$ cat src/rtl/axi_burst_seq_if.sv
// rtl/axi_burst_seq_if.sv - burst request and beat-address handshake bundle for axi_burst_seq
interface axi_burst_seq_if #(
    parameter int AW = 32
) ();
    logic          i_req_valid;
    logic          o_req_ready;
    logic [AW-1:0] i_req_addr;
    logic [7:0]    i_req_len;
    logic [2:0]    i_req_size;
    logic [1:0]    i_req_burst;
    logic          o_beat_valid;
    logic          i_beat_ready;
    logic [AW-1:0] o_beat_addr;
    logic          o_beat_last;
    logic [2:0]    o_beat_size;

    // Upstream side: skid buffer issuing requests and datapath consuming beats.
    modport master (
        output i_req_valid, i_req_addr, i_req_len, i_req_size, i_req_burst, i_beat_ready,
        input  o_req_ready, o_beat_valid, o_beat_addr, o_beat_last, o_beat_size
    );

    modport slave (
        input  i_req_valid, i_req_addr, i_req_len, i_req_size, i_req_burst, i_beat_ready,
        output o_req_ready, o_beat_valid, o_beat_addr, o_beat_last, o_beat_size
    );
endinterface

$ cat src/rtl/axi_burst_seq.sv
// rtl/axi_burst_seq.sv - AXI4 FIXED/INCR/WRAP beat address sequencer confined to a 4kB page
module axi_burst_seq #(
    parameter int AW = 32,
    parameter int DW = 32
) (
    input  logic          S_AXI_ACLK,
    input  logic          S_AXI_ARESETN,
    axi_burst_seq_if.slave bus
);
    localparam int         DSZ   = $clog2(DW) - 3;
    localparam int         IN_AW = (AW < 12) ? AW : 12;
    localparam logic [2:0] DSZ_L = 3'(DSZ);
    localparam logic [AW-1:0] LOW_MASK = AW'({IN_AW{1'b1}});

    typedef enum logic {IDLE, BUSY} state_t;

    state_t           state, state_next;
    logic [AW-1:0]    addr_q, next_addr;
    logic [7:0]       count_q, len_q;
    logic [2:0]       size_q, req_eff;
    logic [1:0]       burst_q;
    logic             last_q;
    logic             beat_valid, req_ready, req_hs, beat_hs, wrap_len;
    logic [IN_AW-1:0] incr, aligned_lo, sum_lo, wrap_mask;

    assign beat_valid = (state == BUSY);
    assign req_ready  = !beat_valid || (last_q && bus.i_beat_ready);
    assign req_hs     = bus.i_req_valid && req_ready;
    assign beat_hs    = beat_valid && bus.i_beat_ready;
    assign req_eff    = (bus.i_req_size > DSZ_L) ? DSZ_L : bus.i_req_size;

    assign bus.o_req_ready  = req_ready;
    assign bus.o_beat_valid = beat_valid;
    assign bus.o_beat_addr  = addr_q;
    assign bus.o_beat_last  = last_q;
    assign bus.o_beat_size  = size_q;

    always_ff @(posedge S_AXI_ACLK or negedge S_AXI_ARESETN) begin
        if (!S_AXI_ARESETN) state <= IDLE;
        else                state <= state_next;
    end

    // A last-beat handshake that coincides with a new request stays BUSY.
    always_comb begin
        state_next = state;
        case (state)
            IDLE:    if (req_hs) state_next = BUSY;
            BUSY:    if (beat_hs && last_q && !req_hs) state_next = IDLE;
            default: state_next = IDLE;
        endcase
    end

    always_comb begin
        incr = IN_AW'(1);
        case (size_q)
            3'd0:    incr = IN_AW'(1);
            3'd1:    incr = IN_AW'(2);
            3'd2:    incr = IN_AW'(4);
            3'd3:    incr = IN_AW'(8);
            3'd4:    incr = IN_AW'(16);
            3'd5:    incr = IN_AW'(32);
            3'd6:    incr = IN_AW'(64);
            3'd7:    incr = IN_AW'(128);
            default: incr = IN_AW'(1);
        endcase
    end

    assign aligned_lo = addr_q[IN_AW-1:0] & ~(incr - IN_AW'(1));
    assign sum_lo     = aligned_lo + incr;
    assign wrap_mask  = ((IN_AW'(len_q) + IN_AW'(1)) << size_q) - IN_AW'(1);
    assign wrap_len   = (len_q == 8'd1) || (len_q == 8'd3) || (len_q == 8'd7) || (len_q == 8'd15);

    // Only the in-page bits move; the carry out of the page is dropped by sum_lo's width.
    always_comb begin
        next_addr = (addr_q & ~LOW_MASK) | AW'(sum_lo);
        if (burst_q == 2'b00)
            next_addr = addr_q;
        else if (burst_q == 2'b10 && wrap_len)
            next_addr = (addr_q & ~AW'(wrap_mask)) | AW'(sum_lo & wrap_mask);
    end

    always_ff @(posedge S_AXI_ACLK or negedge S_AXI_ARESETN) begin
        if (!S_AXI_ARESETN) begin
            addr_q  <= '0;
            count_q <= '0;
            len_q   <= '0;
            size_q  <= '0;
            burst_q <= '0;
            last_q  <= 1'b0;
        end else if (req_hs) begin
            addr_q  <= bus.i_req_addr;
            count_q <= '0;
            len_q   <= bus.i_req_len;
            size_q  <= req_eff;
            burst_q <= bus.i_req_burst;
            last_q  <= (bus.i_req_len == 8'd0);
        end else if (beat_hs) begin
            if (last_q) begin
                last_q <= 1'b0;
            end else begin
                addr_q  <= next_addr;
                count_q <= count_q + 8'd1;
                last_q  <= ((count_q + 8'd1) == len_q);
            end
        end
    end
endmodule
$ cat src/flat_wrapper.sv
// flat-port wrapper written by rule: the top's interface ports become plain ports
module axi_burst_seq_flat 
#(
    parameter int AW = 32,
    parameter int DW = 32
)
  (S_AXI_ACLK, S_AXI_ARESETN, bus_i_req_valid, bus_i_req_addr, bus_i_req_len, bus_i_req_size, bus_i_req_burst, bus_i_beat_ready, bus_o_req_ready, bus_o_beat_valid, bus_o_beat_addr, bus_o_beat_last, bus_o_beat_size);
  axi_burst_seq_if #(.AW(AW)) bus_i ();
  input  logic S_AXI_ACLK;
  input  logic S_AXI_ARESETN;
  input wire logic [$bits(bus_i.i_req_valid)-1:0] bus_i_req_valid;
  input wire logic [$bits(bus_i.i_req_addr)-1:0] bus_i_req_addr;
  input wire logic [$bits(bus_i.i_req_len)-1:0] bus_i_req_len;
  input wire logic [$bits(bus_i.i_req_size)-1:0] bus_i_req_size;
  input wire logic [$bits(bus_i.i_req_burst)-1:0] bus_i_req_burst;
  input wire logic [$bits(bus_i.i_beat_ready)-1:0] bus_i_beat_ready;
  output wire logic [$bits(bus_i.o_req_ready)-1:0] bus_o_req_ready;
  output wire logic [$bits(bus_i.o_beat_valid)-1:0] bus_o_beat_valid;
  output wire logic [$bits(bus_i.o_beat_addr)-1:0] bus_o_beat_addr;
  output wire logic [$bits(bus_i.o_beat_last)-1:0] bus_o_beat_last;
  output wire logic [$bits(bus_i.o_beat_size)-1:0] bus_o_beat_size;
  assign bus_i.i_req_valid = bus_i_req_valid;
  assign bus_i.i_req_addr = bus_i_req_addr;
  assign bus_i.i_req_len = bus_i_req_len;
  assign bus_i.i_req_size = bus_i_req_size;
  assign bus_i.i_req_burst = bus_i_req_burst;
  assign bus_i.i_beat_ready = bus_i_beat_ready;
  assign bus_o_req_ready = bus_i.o_req_ready;
  assign bus_o_beat_valid = bus_i.o_beat_valid;
  assign bus_o_beat_addr = bus_i.o_beat_addr;
  assign bus_o_beat_last = bus_i.o_beat_last;
  assign bus_o_beat_size = bus_i.o_beat_size;
  axi_burst_seq #(.AW(AW), .DW(DW)) u_core (.S_AXI_ACLK(S_AXI_ACLK), .S_AXI_ARESETN(S_AXI_ARESETN), .bus(bus_i));
endmodule
$ cat config.mk
export PLATFORM = sky130hd
export DESIGN_NAME = axi_burst_seq_flat
export DESIGN_NICKNAME = d
export VERILOG_FILES = /design/src/rtl/axi_burst_seq_if.sv /design/src/rtl/axi_burst_seq.sv /design/src/flat_wrapper.sv
export SDC_FILE = /design/constraint.sdc
export NUM_CORES = 1
export LEC_CHECK = 0
export ABC_AREA = 1
export BUFFER_PORTS_ARGS = -buffer_cell sky130_fd_sc_hd__buf_2
export CORE_MARGIN = 5
export CORE_UTILIZATION = 50
export DETAILED_ROUTE_END_ITERATION = 12
export GPL_ROUTABILITY_DRIVEN = 0
export MAX_ROUTING_LAYER = met4
export PLACE_DENSITY = 0.77
export SYNTH_ARGS = -nofsm -noshare
export SYNTH_HDL_FRONTEND = slang
export SYNTH_SLANG_ARGS = --single-unit
$ cat constraint.sdc
create_clock -name S_AXI_ACLK -period 2.23 [get_ports S_AXI_ACLK]
set_clock_uncertainty 0.2 [all_clocks]
set_input_delay 0 -clock S_AXI_ACLK [delete_from_list [all_inputs] [get_ports S_AXI_ACLK]]
set_output_delay 0 -clock S_AXI_ACLK [all_outputs]
set_load 0.005 [all_outputs]
### Word-level counts from Yosys, hierarchy flattened

Memories as Yosys holds them, arrays and structs flattened.
Cells that the tools add are included.

| cells by class | value |
|---|---|
| reduce and logical (&&, ||, !) cells | 17 |
| multiplexer cells | 15 |
| shift-type cells | 1 |
| add/subtract/negate cells | 5 |
| equal/unequal tests | 8 |
| magnitude comparators | 1 |
| bitwise operators | 8 |

Operators by type and width:

| kind | count |
|---|---|
| two-way mux 32 bit | 5 |
| bitwise AND 32 bit | 1 |
| NOT 12 -> 32 bit | 1 |
| bitwise OR 32 x 12 -> 32 bit | 1 |
| bitwise OR 32 bit | 1 |
| bitwise AND 12 bit | 2 |
| two-way mux 8 bit | 3 |
| subtractor 12 x 1 -> 12 bit (second input constant) | 2 |
| adder 12 bit | 1 |
| NOT 12 bit | 1 |
| left shift 12 x 3 -> 12 bit | 1 |
| adder 8 x 1 -> 9 bit (second input constant) | 1 |
| adder 8 x 1 -> 8 bit (second input constant) | 1 |
| == test 8 x 1 -> 1 bit (second input constant) | 1 |
| == test 8 x 2 -> 1 bit (second input constant) | 1 |
| == test 8 x 3 -> 1 bit (second input constant) | 1 |
| == test 8 x 4 -> 1 bit (second input constant) | 1 |
| == test 8 bit | 1 |
| logical NOT 8 bit | 1 |
| logical AND 1 bit | 6 |
| two-way mux 1 bit | 5 |
| logical OR 1 bit | 4 |
| > comparator 3 x 2 -> 1 bit (second input constant) | 1 |
| two-way mux 3 bit | 1 |
| 10 further kinds | 11 |

| storage, ports and cells | value |
|---|---|
| input bits | 49 |
| bits in read-only memories | 64 |
| memories | 1 |
| register bits after elaboration | 55 |

Memory list:

| memory | words | bits a word | read ports | clocked after memory_dff | write ports | RTL line | RTL |
|---|---|---|---|---|---|---|---|
| (no name shown) | 8 | 8 | 1 | 0 | 0 | axi_burst_seq.sv:55 | `case (size_q)` |

### Logic depth before layout (Yosys ltp)

Gate-level depths: netlist (run 1).
An unclocked memory read counts as a cell.

| depth | value |
|---|---|
| depth after elaboration | 12 |
| gate-level depth with buffers | 21 |
| mapped depth without buffers | 21 |

### Worst setup path before layout (run 1)

Ideal clock, no wire load.

| timing | value |
|---|---|
| kind | reg-to-reg |
| start point | register u_core.size_q[2], in the netlist u_core.bus.o_beat_size[2] |
| end point | register with a tool-made name |
| path slack | -0.243 ns |
| path buffers | 2 |
| arrival time | 2.156 ns |
| required time | 1.914 ns |
| clock period less this slack | 2.473 ns |
| cell stages (with the launch flop) | 18 |
| setup time | 0.116 ns |
| cell sequence | dfrtp_1 buf_2 clkbuf_1 nor3_1 ha_1 inv_1 o21ai_0 a21oi_1 nand2_1 nand2_1 nand2_1 nand3_1 nand2_1 nor2_1 nand2_1 nand2_1 nand2_1 nand2_1 |

RTL lines:

| what | RTL line | RTL |
|---|---|---|
| start: declaration | axi_burst_seq.sv:20 | `logic [2:0] size_q, req_eff;` |
| start signal: assignment | axi_burst_seq.sv:94 | `size_q <= req_eff;` |

==> results of run 1 <==
-- cell families after synthesis --
logic type / after synthesis / synth area share
buffers and inverters: 85 / 0.08381
adder cells (fa/ha/maj): 7 / 0.02205
AO/OA/AOI/OAI: 76 / 0.1096
flip-flops: 55 / 0.3466
AND/OR/NAND/NOR: 368 / 0.4080
multiplexers: 3 / 0.007876
XOR/XNOR: 10 / 0.02205
-- what timing repair did --
item,in CTS,in global routing
pin swaps,7,21
endpoints found under the setup margin,10,11
resized for setup,17,39
buffers inserted,3,9
hold buffers,49,0
endpoints found under the hold margin,103,0
-- final cells by class --
cell class | instances | area (um^2)
well taps | 102 | 127.6
flip-flops and latches | 55 | 1384
inverters | 66 | 250.2
clock buffers | 5 | 68.82
repair buffers | 208 | 1498
clock inverters | 3 | 33.78
fillers | 509 | 1873
multi-input cells | 464 | 2492
-- cells in the final DEF (no fill, tap or decap), drive strengths merged --
cell	n
nor3	4
a21o	1
and2	1
inv	65
o221ai	1
xnor2	4
o211ai	1
o22ai	7
ha	7
clkinv	4
a22oi	1
nand3b	1
nand3	80
nor2	46
a211oi	2
o21ai	43
mux2	1
o21bai	3
buf	159
o31ai	2
a31oi	2
clkbuf	5
nand4	8
o41ai	1
a21oi	11
dlygate4sd3	49
nor4	4
or2	2
a22o	1
mux2i	2
dfrtp	55
xor2	6
nand2	222
-- routing by layer --
layer	routed length [um]	vias to the layer above
met1	5618	2311
met5	0	-
met2	6791	288
li1	-	2360
met3	1142	68
met4	479	0
-- path summary, 6_finish.rpt --
kind                                            start                          to  slack [ns]  depth (start not counted)
min reg2reg                u_core.bus.o_beat_addr[25]  u_core.bus.o_beat_addr[25]        0.29                          2
max                                   u_core.len_q[1]                        flop       -0.26                         21
min in group S_AXI_ACLK            bus_i_req_addr[24]  u_core.bus.o_beat_addr[24]        0.21                          4
max reg2reg                           u_core.len_q[1]                        flop       -0.26                         21
max in group asynchronous               S_AXI_ARESETN                   async pin        1.20                          3
min                                     S_AXI_ARESETN           u_core.count_q[7]        0.03                          2
-- power breakdown --
part	switching, uW	internal [uW]	total (uW)
Clock	378	238	616
Sequential	431	1400	1840
Combinational	2440	1840	4280
-- per-stage QoR --
step                      total power [uW]  cells  setup TNS (ns)  hold slack, ns
after floorplan                       3937    604        -0.01817         -0.4956
after global placement                5239    834         -0.7307         -0.1520
after detailed placement              5338    834          -1.043         -0.1478
after CTS                             6167    894         -0.7637         0.01836
after global routing                  7235    903          -3.061         0.09565
final                                 6733    903          -1.454         0.02935
-- worst register-to-register path, stage by stage, from the launching register on --
cell and delay, ns:
dfrtp_1 0.44, inv_2 0.08, ha_4 0.26, inv_2 0.03, o21ai_2 0.12, inv_1 0.06
nand2_2 0.07, nand2_1 0.05, inv_1 0.05, nand2_1 0.06, inv_2 0.08, nand2_4 0.06
nor2_4 0.16, nand2_2 0.09, nor2_1 0.11, nand3_1 0.07, nand2_1 0.10, nand3_1 0.09
nand2_1 0.08, inv_1 0.04, nand2_1 0.05, nand2_1 0.04
==> flow_metrics.tcl, run 1 <==
set metrics [dict create \
    outcome "complete, but fails checks" \
    violations "setup timing" \
    area_growth_pct 47.42 \
    setup_slack_ns -0.2581 \
    drt_iter0_markers 424 \
    synth.yosys.seq_area_share 0.3466 \
    syn-cell-area_um2 3971 \
    critPathMaxFanout 3 \
    cp_common_cell "nand2_1" \
    required_ns 2.25 \
    clockBufferDepth 2 \
    met2_usage 0.4742 \
    fin_crit_sh 1.116 \
    drt_pass1_iterations 6 \
    postPlaceCellArea_um2 4969 \
    drc 0 \
    wl_um 14030 \
    slew_viol_final 0 \
    ys_warn_count 0 \
    hold_viol 0 \
    clock-sinks 55 \
    synth_top_area_cell "dfrtp_1" \
    io_pins 87 \
    busiest_layer "met2" \
    core-area_um2 7727 \
    cts-root-buf "clkbuf_8" \
    cts.clk_slew.worst_paths_ns 0.12 \
    cp-start-kind "flop" \
    synth_commonest_cells "215 x nand2_1, 77 x nand3_1, 57 x inv_1, 55 x dfrtp_1, 38 x nor2_1" \
    synth_cell_type_count 44 \
    grt_use_met1 0.3626 \
    ys_ff_latch 55 \
    syn_inst 604 \
    clock_latency_ns 0.33 \
    hpwlAfterDp_um 9147 \
    post-route-cell-area_um2 5854 \
    grt_first_pass_wirelength_um 22690 \
    cp_slowest_cell "dfrtp_1" \
    p_leak_uw 0.003030 \
    cts_buffers 5 \
    synth_top_area_frac 0.3466 \
    ys.flop_type "dfrtp_1" \
    avgRoutedWirePerCell_um 15.54 \
    grt_pass1_vias 4916 \
    ant_nets 0 \
    period_needed_ns 2.488 \
    chipWidth_um 99.12 \
    cp.arrival_ns 2.50 \
    htree_levels 2 \
    synth-edff-count 0 \
    maxCapViolations 0 \
    detail_route.vias_per_cell 5.567 \
    setup_viol_count_final 10 \
    use_met3 0.03997 \
    portBuffers 86 \
    row_count 32 \
    final_util 0.7576 \
    power.density_nw_per_um2 1150 \
    grt_use_total 0.2857 \
    grt-ovfl-total 0 \
    critPathCaptureType "flop" \
    die-height_um 99.12 \
    antenna_found_initial 0 \
    clock.fmax_mhz 401.9 \
    hp-class "in2async" \
    synth_most_common_cell "nand2_1" \
    vias 5027 \
    path_delay_family "simple AND/OR/NAND/NOR gates" \
    path_class "reg2reg" \
    synth.area.top_cells "dfrtp_1 35%, nand2_1 20%, nand3_1 9.7%" \
    slew_headroom 0.5798 \
    worst-path-buf-inv 6 \
    async_flop_share 1.000 \
    cpPeakStageDelay_ns 0.44 \
    worstPathCellList "inv_2, ha_4, inv_2, o21ai_2, inv_1, nand2_2, nand2_1, inv_1, nand2_1, inv_2, nand2_4, nor2_4, nand2_2, nor2_1, nand3_1, nand2_1, nand3_1, nand2_1, inv_1, nand2_1, nand2_1" \
    drive_gt1_frac 0.3146 \
    nets 856 \
    place_ws_ns -0.1592 \
    tightest_slew_ns 0.6303 \
    tritoncts "built" \
    rsz0062_at_grt "yes" \
    die-area_um2 9825 \
    ir_drop_uv 714.5 \
    grt_max_degree 49 \
    synthesis.nets 660 \
    syn-mean-instance-area_um2 6.575 \
    antenna_cells 0 \
    initial_core_util 0.5139 \
]
(Power assumes the default switching activity.)
==> inputs of run 2 (changes only) <==
--- a/config.mk
+++ b/config.mk
@@ -6,13 +6,14 @@
 export NUM_CORES = 1
 export LEC_CHECK = 0
 export ABC_AREA = 1
-export BUFFER_PORTS_ARGS = -buffer_cell sky130_fd_sc_hd__buf_2
 export CORE_MARGIN = 5
-export CORE_UTILIZATION = 50
+export CORE_UTILIZATION = 55
 export DETAILED_ROUTE_END_ITERATION = 12
+export DONT_BUFFER_PORTS = 1
 export GPL_ROUTABILITY_DRIVEN = 0
+export GPL_TIMING_DRIVEN = 0
 export MAX_ROUTING_LAYER = met4
-export PLACE_DENSITY = 0.77
+export PLACE_DENSITY = 0.73
 export SYNTH_ARGS = -nofsm -noshare
 export SYNTH_HDL_FRONTEND = slang
 export SYNTH_SLANG_ARGS = --single-unit
==> flow_metrics.tcl, run 2 (synthesized netlist as in run 1, its figures left out) <==
set metrics [dict create \
    antenna_found_initial 0 \
    chipWidth_um 94.98 \
    clock-sinks 55 \
    final-instance-count-excl-fill 791 \
    clock.fmax_mhz 389.6 \
    cpPeakStageDelay_ns 0.48 \
    cp.arrival_ns 2.60 \
    portBuffers 0 \
    grt_pass1_vias 4487 \
    drc 0 \
    htree_levels 2 \
    die-area_um2 9020 \
    antenna_cells 0 \
    nFillCells 477 \
    ir_drop_uv 679.3 \
    layout_common_cells "191 x nand2_1, 63 x nand3_1, 51 x dlygate4sd3_1, 50 x dfrtp_1, 46 x inv_1" \
    path_class "reg2reg" \
    cts_buffers 5 \
    violations "setup timing" \
    cp_slowest_cell "dfrtp_2" \
    grt_max_degree 41 \
    cp_common_cell "nand2_1" \
    rsz0062_at_grt "yes" \
    mostFrequentLayoutCell "nand2_1" \
    clockBufferDepth 2 \
    setup_viol_count_final 9 \
    cp-start-kind "flop" \
    slew_headroom 0.5480 \
    hp-class "in2reg" \
    required_ns 2.26 \
    grt_use_total 0.3072 \
    maxCapViolations 0 \
    regToRegSetupSlack_ns -0.34 \
    min-delay-start "bus_i_req_valid" \
    drive_gt1_frac 0.2572 \
    row_count 31 \
    hold_viol 0 \
    period_needed_ns 2.567 \
    setup_slack_ns -0.3370 \
    ant_nets 0 \
    nets 747 \
    vias 4767 \
    drt_pass1_iterations 5 \
    tritoncts "built" \
    critPathCaptureType "flop" \
    area_growth_pct 37.84 \
    core-area_um2 7137 \
    worstPathCellList "ha_4, inv_4, o21ai_4, inv_2, nand2_2, ha_2, nand2_1, inv_2, nand2_2, nor2_4, nand3_2, nand2_2, nand3_2, nand2_1, nand2_1, nand2_1, inv_1" \
    whs_endpoint "u_core.bus.o_beat_last" \
    wl_um 13980 \
    p_leak_uw 0.002597 \
    avgRoutedWirePerCell_um 17.67 \
    slew_viol_final 0 \
    worstHoldPathCells 5 \
    detail_route.vias_per_cell 6.027 \
    regToRegStartpoint "u_core.len_q[0]" \
    die-height_um 94.98 \
    r2r_cells 17 \
    outcome "complete, but fails checks" \
    grt-ovfl-total 0 \
    layout.area.seq_um2 1383 \
    hpwlAfterDp_um 8557 \
    tightest_slew_ns 0.6757 \
    drt_iter0_markers 571 \
    power.density_nw_per_um2 1158 \
    io_pins 87 \
    critPathMaxFanout 6 \
    initial_core_util 0.5565 \
    clock_latency_ns 0.33 \
    dpl.cell_count 703 \
    grt_first_pass_wirelength_um 21080 \
    fin_crit_sh 1.151 \
    cts.clk_slew.worst_paths_ns 0.12 \
    cts-root-buf "clkbuf_8" \
    fin_setup_tns_ns -1.994 \
    multi_input_area_um2 2656 \
]
==> run 2: critical path, delay by kind of cell, from the launching register on <==
| kind | cells | cell delay [ns] |
|---|---|---|
| compound gates | 1 | 0.16 |
| fa+ha+maj | 2 | 0.48 |
| buf+inv | 4 | 0.21 |
| flops | 1 | 0.48 |
| simple gates | 10 | 0.93 |
==> run 2: worst max-delay path by stage <==
stage / end / start
2_1_floorplan: flop / u_core.len_q[0]
3_3_place_gp: flop / u_core.bus.o_beat_size[1]
3_5_place_dp: flop / u_core.bus.o_beat_size[1]
4_1_cts: flop / u_core.bus.o_beat_size[2]
5_1_grt: flop / u_core.bus.o_beat_size[2]
6_report: flop / u_core.len_q[0]
==> run 2: cell type report <==
cell class	count	area share
Timing Repair Buffer	80	0.1458
Tap cell	99	0.02263
Multi-Input combinational cell	464	0.4853
Inverter	66	0.05097
Sequential cell	55	0.2526
Clock buffer	5	0.01257
Clock inverter	3	0.005029
Buffer	19	0.02514
==> run 2: routing by layer <==
metal	vias up	wire (um)	global-route usage
li1	2139	-	-
met1	2242	5309	0.3903
met2	327	6705	0.4903
met3	59	1475	0.06295
met4	0	486	0.1022
met5	-	0	-
==> run 2: stage by stage <==
step                        util  power (uW)  worst slack, ns  cell area, um^2  hold WS, ns
after floorplan                -        3937         -0.01515             4038      -0.4956
after global placement    0.5831        4498          -0.3061             4161      -0.4936
after detailed placement  0.5831        4591          -0.3664             4161      -0.4941
after CTS                 0.7227        5742          -0.1920             5157      0.01231
after global routing      0.7670        6769          -0.4673             5474      0.05881
final                     0.7670        6338          -0.3370             5474      0.02869
==> run 2: where the power goes <==
| group | switching [uW] | internal, uW | total (uW) |
|---|---|---|---|
| combinational | 2370 | 1440 | 3810 |
| sequential | 508 | 1400 | 1910 |
| clock | 386 | 232 | 618 |
==> run 2: timing repair <==
action	4_1_cts	5_1_grt
endpoints found under the hold margin	110	0
buffers inserted	18	11
hold buffers	53	0
setup endpoints to repair	47	22
gates cloned	0	0
pin swaps	21	42
gates resized for setup	62	68
==> inputs of run 3 (changes only) <==
--- a/config.mk
+++ b/config.mk
@@ -5,7 +5,6 @@
 export SDC_FILE = /design/constraint.sdc
 export NUM_CORES = 1
 export LEC_CHECK = 0
-export ABC_AREA = 1
 export CORE_MARGIN = 5
 export CORE_UTILIZATION = 55
 export DETAILED_ROUTE_END_ITERATION = 12
==> flow_metrics.tcl, run 3 <==
set metrics [dict create \
    crit_start "u_core.bus.o_beat_size[0]" \
    met2_usage 0.4838 \
    synth_cell_type_count 85 \
    async_flop_share 1.000 \
    clock-sinks 55 \
    ys.flop_type "dfrtp_1" \
    portBuffers 0 \
    rsz0062_at_grt "yes" \
    hp-class "in2reg" \
    tightest_slew_ns 0.7957 \
    row_count 32 \
    ys_warn_count 0 \
    ir_drop_uv 671.0 \
    area_growth_pct 41.68 \
    cpPeakStageDelay_ns 0.48 \
    cts.clk_slew.worst_paths_ns 0.10 \
    grt_use_met1 0.4040 \
    pwr-share-seq 0.217 \
    combPwrFrac 0.717 \
    syn-mean-instance-area_um2 7.985 \
    outcome "complete, but fails checks" \
    hpwlAfterDp_um 9289 \
    io_pins 87 \
    use_met3 0.05286 \
    synthesis.nets 588 \
    fin_setup_tns_ns -6.109 \
    p_int_uw 4589 \
    syn_inst 532 \
    synth.yosys.seq_area_share 0.3240 \
    period_needed_ns 2.978 \
    fin_crit_sh 1.335 \
    vias 4888 \
    grt_max_degree 38 \
    die-area_um2 9580 \
    synth.area.top_cells "dfrtp_1 32%, nand2_1 11%, o21ai_0 4.7%" \
    total_power_uw 9165 \
    cp-start-kind "flop" \
    drt_pass1_iterations 5 \
    layout_common_cells "118 x nand2_1, 50 x dlygate4sd3_1, 49 x dfrtp_1, 40 x buf_4" \
    required_ns 2.26 \
    cts_buffers 5 \
    power.density_nw_per_um2 1523 \
    drc 0 \
    critPathMaxFanout 7 \
    min-delay-start "bus_i_req_valid" \
    fin_hold_ws_ns -0.01230 \
    grt_pass1_vias 4785 \
    critPathCaptureType "flop" \
    violations "hold timing, setup timing" \
    clockPowerShare 0.066 \
    synth-edff-count 0 \
    ant_nets 0 \
    ys_ff_latch 55 \
    grt-ovfl-total 0 \
    hold_viol 2 \
    mostFrequentLayoutCell "nand2_1" \
    cp_slowest_cell "dfrtp_2" \
    tritoncts "built" \
    synth_most_common_cell "nand2_1" \
    path_class "reg2reg" \
    synth_top_area_frac 0.3240 \
    synth_top_area_cell "dfrtp_1" \
    clock_latency_ns 0.32 \
    detail_route.vias_per_cell 6.659 \
    regToRegStartpoint "u_core.bus.o_beat_size[0]" \
    setup_slack_ns -0.7480 \
    antenna_found_initial 0 \
    wl_um 15050 \
    busiest_layer "met2" \
    grt_first_pass_wirelength_um 23870 \
    clock.fmax_mhz 335.8 \
    chipWidth_um 97.88 \
    avgRoutedWirePerCell_um 20.51 \
    initial_core_util 0.5584 \
    maxCapViolations 0 \
    clockBufferDepth 2 \
    slew_viol_final 0 \
    drive_gt1_frac 0.2927 \
    worstPathCellList "buf_8, buf_4, and4b_1, a31oi_2, o41ai_2, a311oi_2, nand3_1, o31a_1, or2_1, a221oi_2" \
    grt_use_total 0.3105 \
    die-height_um 97.88 \
    cts-root-buf "clkbuf_8" \
    core-area_um2 7607 \
    synth_commonest_cells "123 x nand2_1, 55 x dfrtp_1, 40 x o21ai_0, 33 x nor2_1, 23 x a21oi_1" \
    nets 687 \
    htree_levels 2 \
    antenna_cells 0 \
    setup_viol_count_final 11 \
    p_leak_uw 0.002464 \
    switching_power_uw 4576 \
    slew_headroom 0.4678 \
    swShare 0.4993 \
    syn-cell-area_um2 4248 \
    drt_iter0_markers 451 \
    cp.arrival_ns 3.01 \
]
## run 3: kinds of logic (layout without fill, tap and decap cells)
group,count (synthesis),count (layout),share of synthesized area
simple gates,232,232,0.2539
mux,10,10,0.02533
flops,55,55,0.3240
xor+xnor,27,27,0.06068
compound gates,154,154,0.2601
buf+inv,47,147,0.05537
fa+ha+maj,7,7,0.02062
## run 3: cell type report
class | count | area [um^2]
Fill cell | 461 | 1589
Tap cell | 102 | 127.6
Buffer | 31 | 286.5
Multi-Input combinational cell | 430 | 3159
Inverter | 13 | 55.05
Clock inverter | 2 | 16.27
Sequential cell | 55 | 1384
Timing Repair Buffer | 95 | 907.1
Clock buffer | 6 | 82.58
## run 3: power by group through the flow
stage	Clock, uW	Sequential, uW	Combinational [uW]
after CTS	608	1960	5820
after global placement	0	1950	4520
after detailed placement	0	1950	4620
final	605	1990	6570
after global routing	645	2060	6970
after floorplan	0	1810	3710
## run 3: what timing repair did
action	4_1_cts	5_1_grt
hold buffers	52	0
hold endpoints to repair	105	0
gates resized for setup	75	48
pin swaps	42	36
setup endpoints to repair	49	48
setup buffers	31	12
## run 3: per-stage QoR
stage,instance area (um^2),utilization,setup WS (ns),cells,hold WS [ns]
2_1_floorplan,4424,-,-0.4626,532,-0.4956
3_3_place_gp,4552,0.5984,-0.8917,634,-0.4943
3_5_place_dp,4552,0.5984,-0.9372,634,-0.4943
4_1_cts,5769,0.7584,-0.6193,723,0.06365
5_1_grt,6018,0.7911,-0.8245,734,0.03863
6_report,6018,0.7911,-0.7480,734,-0.01230
## run 3: metal layers
layer,part of all wire,up-vias
met5,0,-
met4,0.036,0
met3,0.11,80
met2,0.47,363
met1,0.38,2325
li1,-,2120
## run 3: worst max-delay path, delay by kind of cell (launching register included)
family          cells  cell delay (ns)
compound gates      5             1.27
buf+inv             2             0.31
simple gates        3             0.63
flops               1             0.48
## run 3: worst paths after layout
path | to | slack (ns) | cells past startpoint
hold / removal | flop | -0.01 | 3
max in group asynchronous | u_core.bus.o_beat_last | 0.52 | 3
setup reg to reg | flop | -0.75 | 10
setup / recovery | flop | -0.75 | 10
hold reg to reg | u_core.bus.o_beat_addr[19] | 0.32 | 2
min in group asynchronous | u_core.count_q[4] | 0.08 | 3
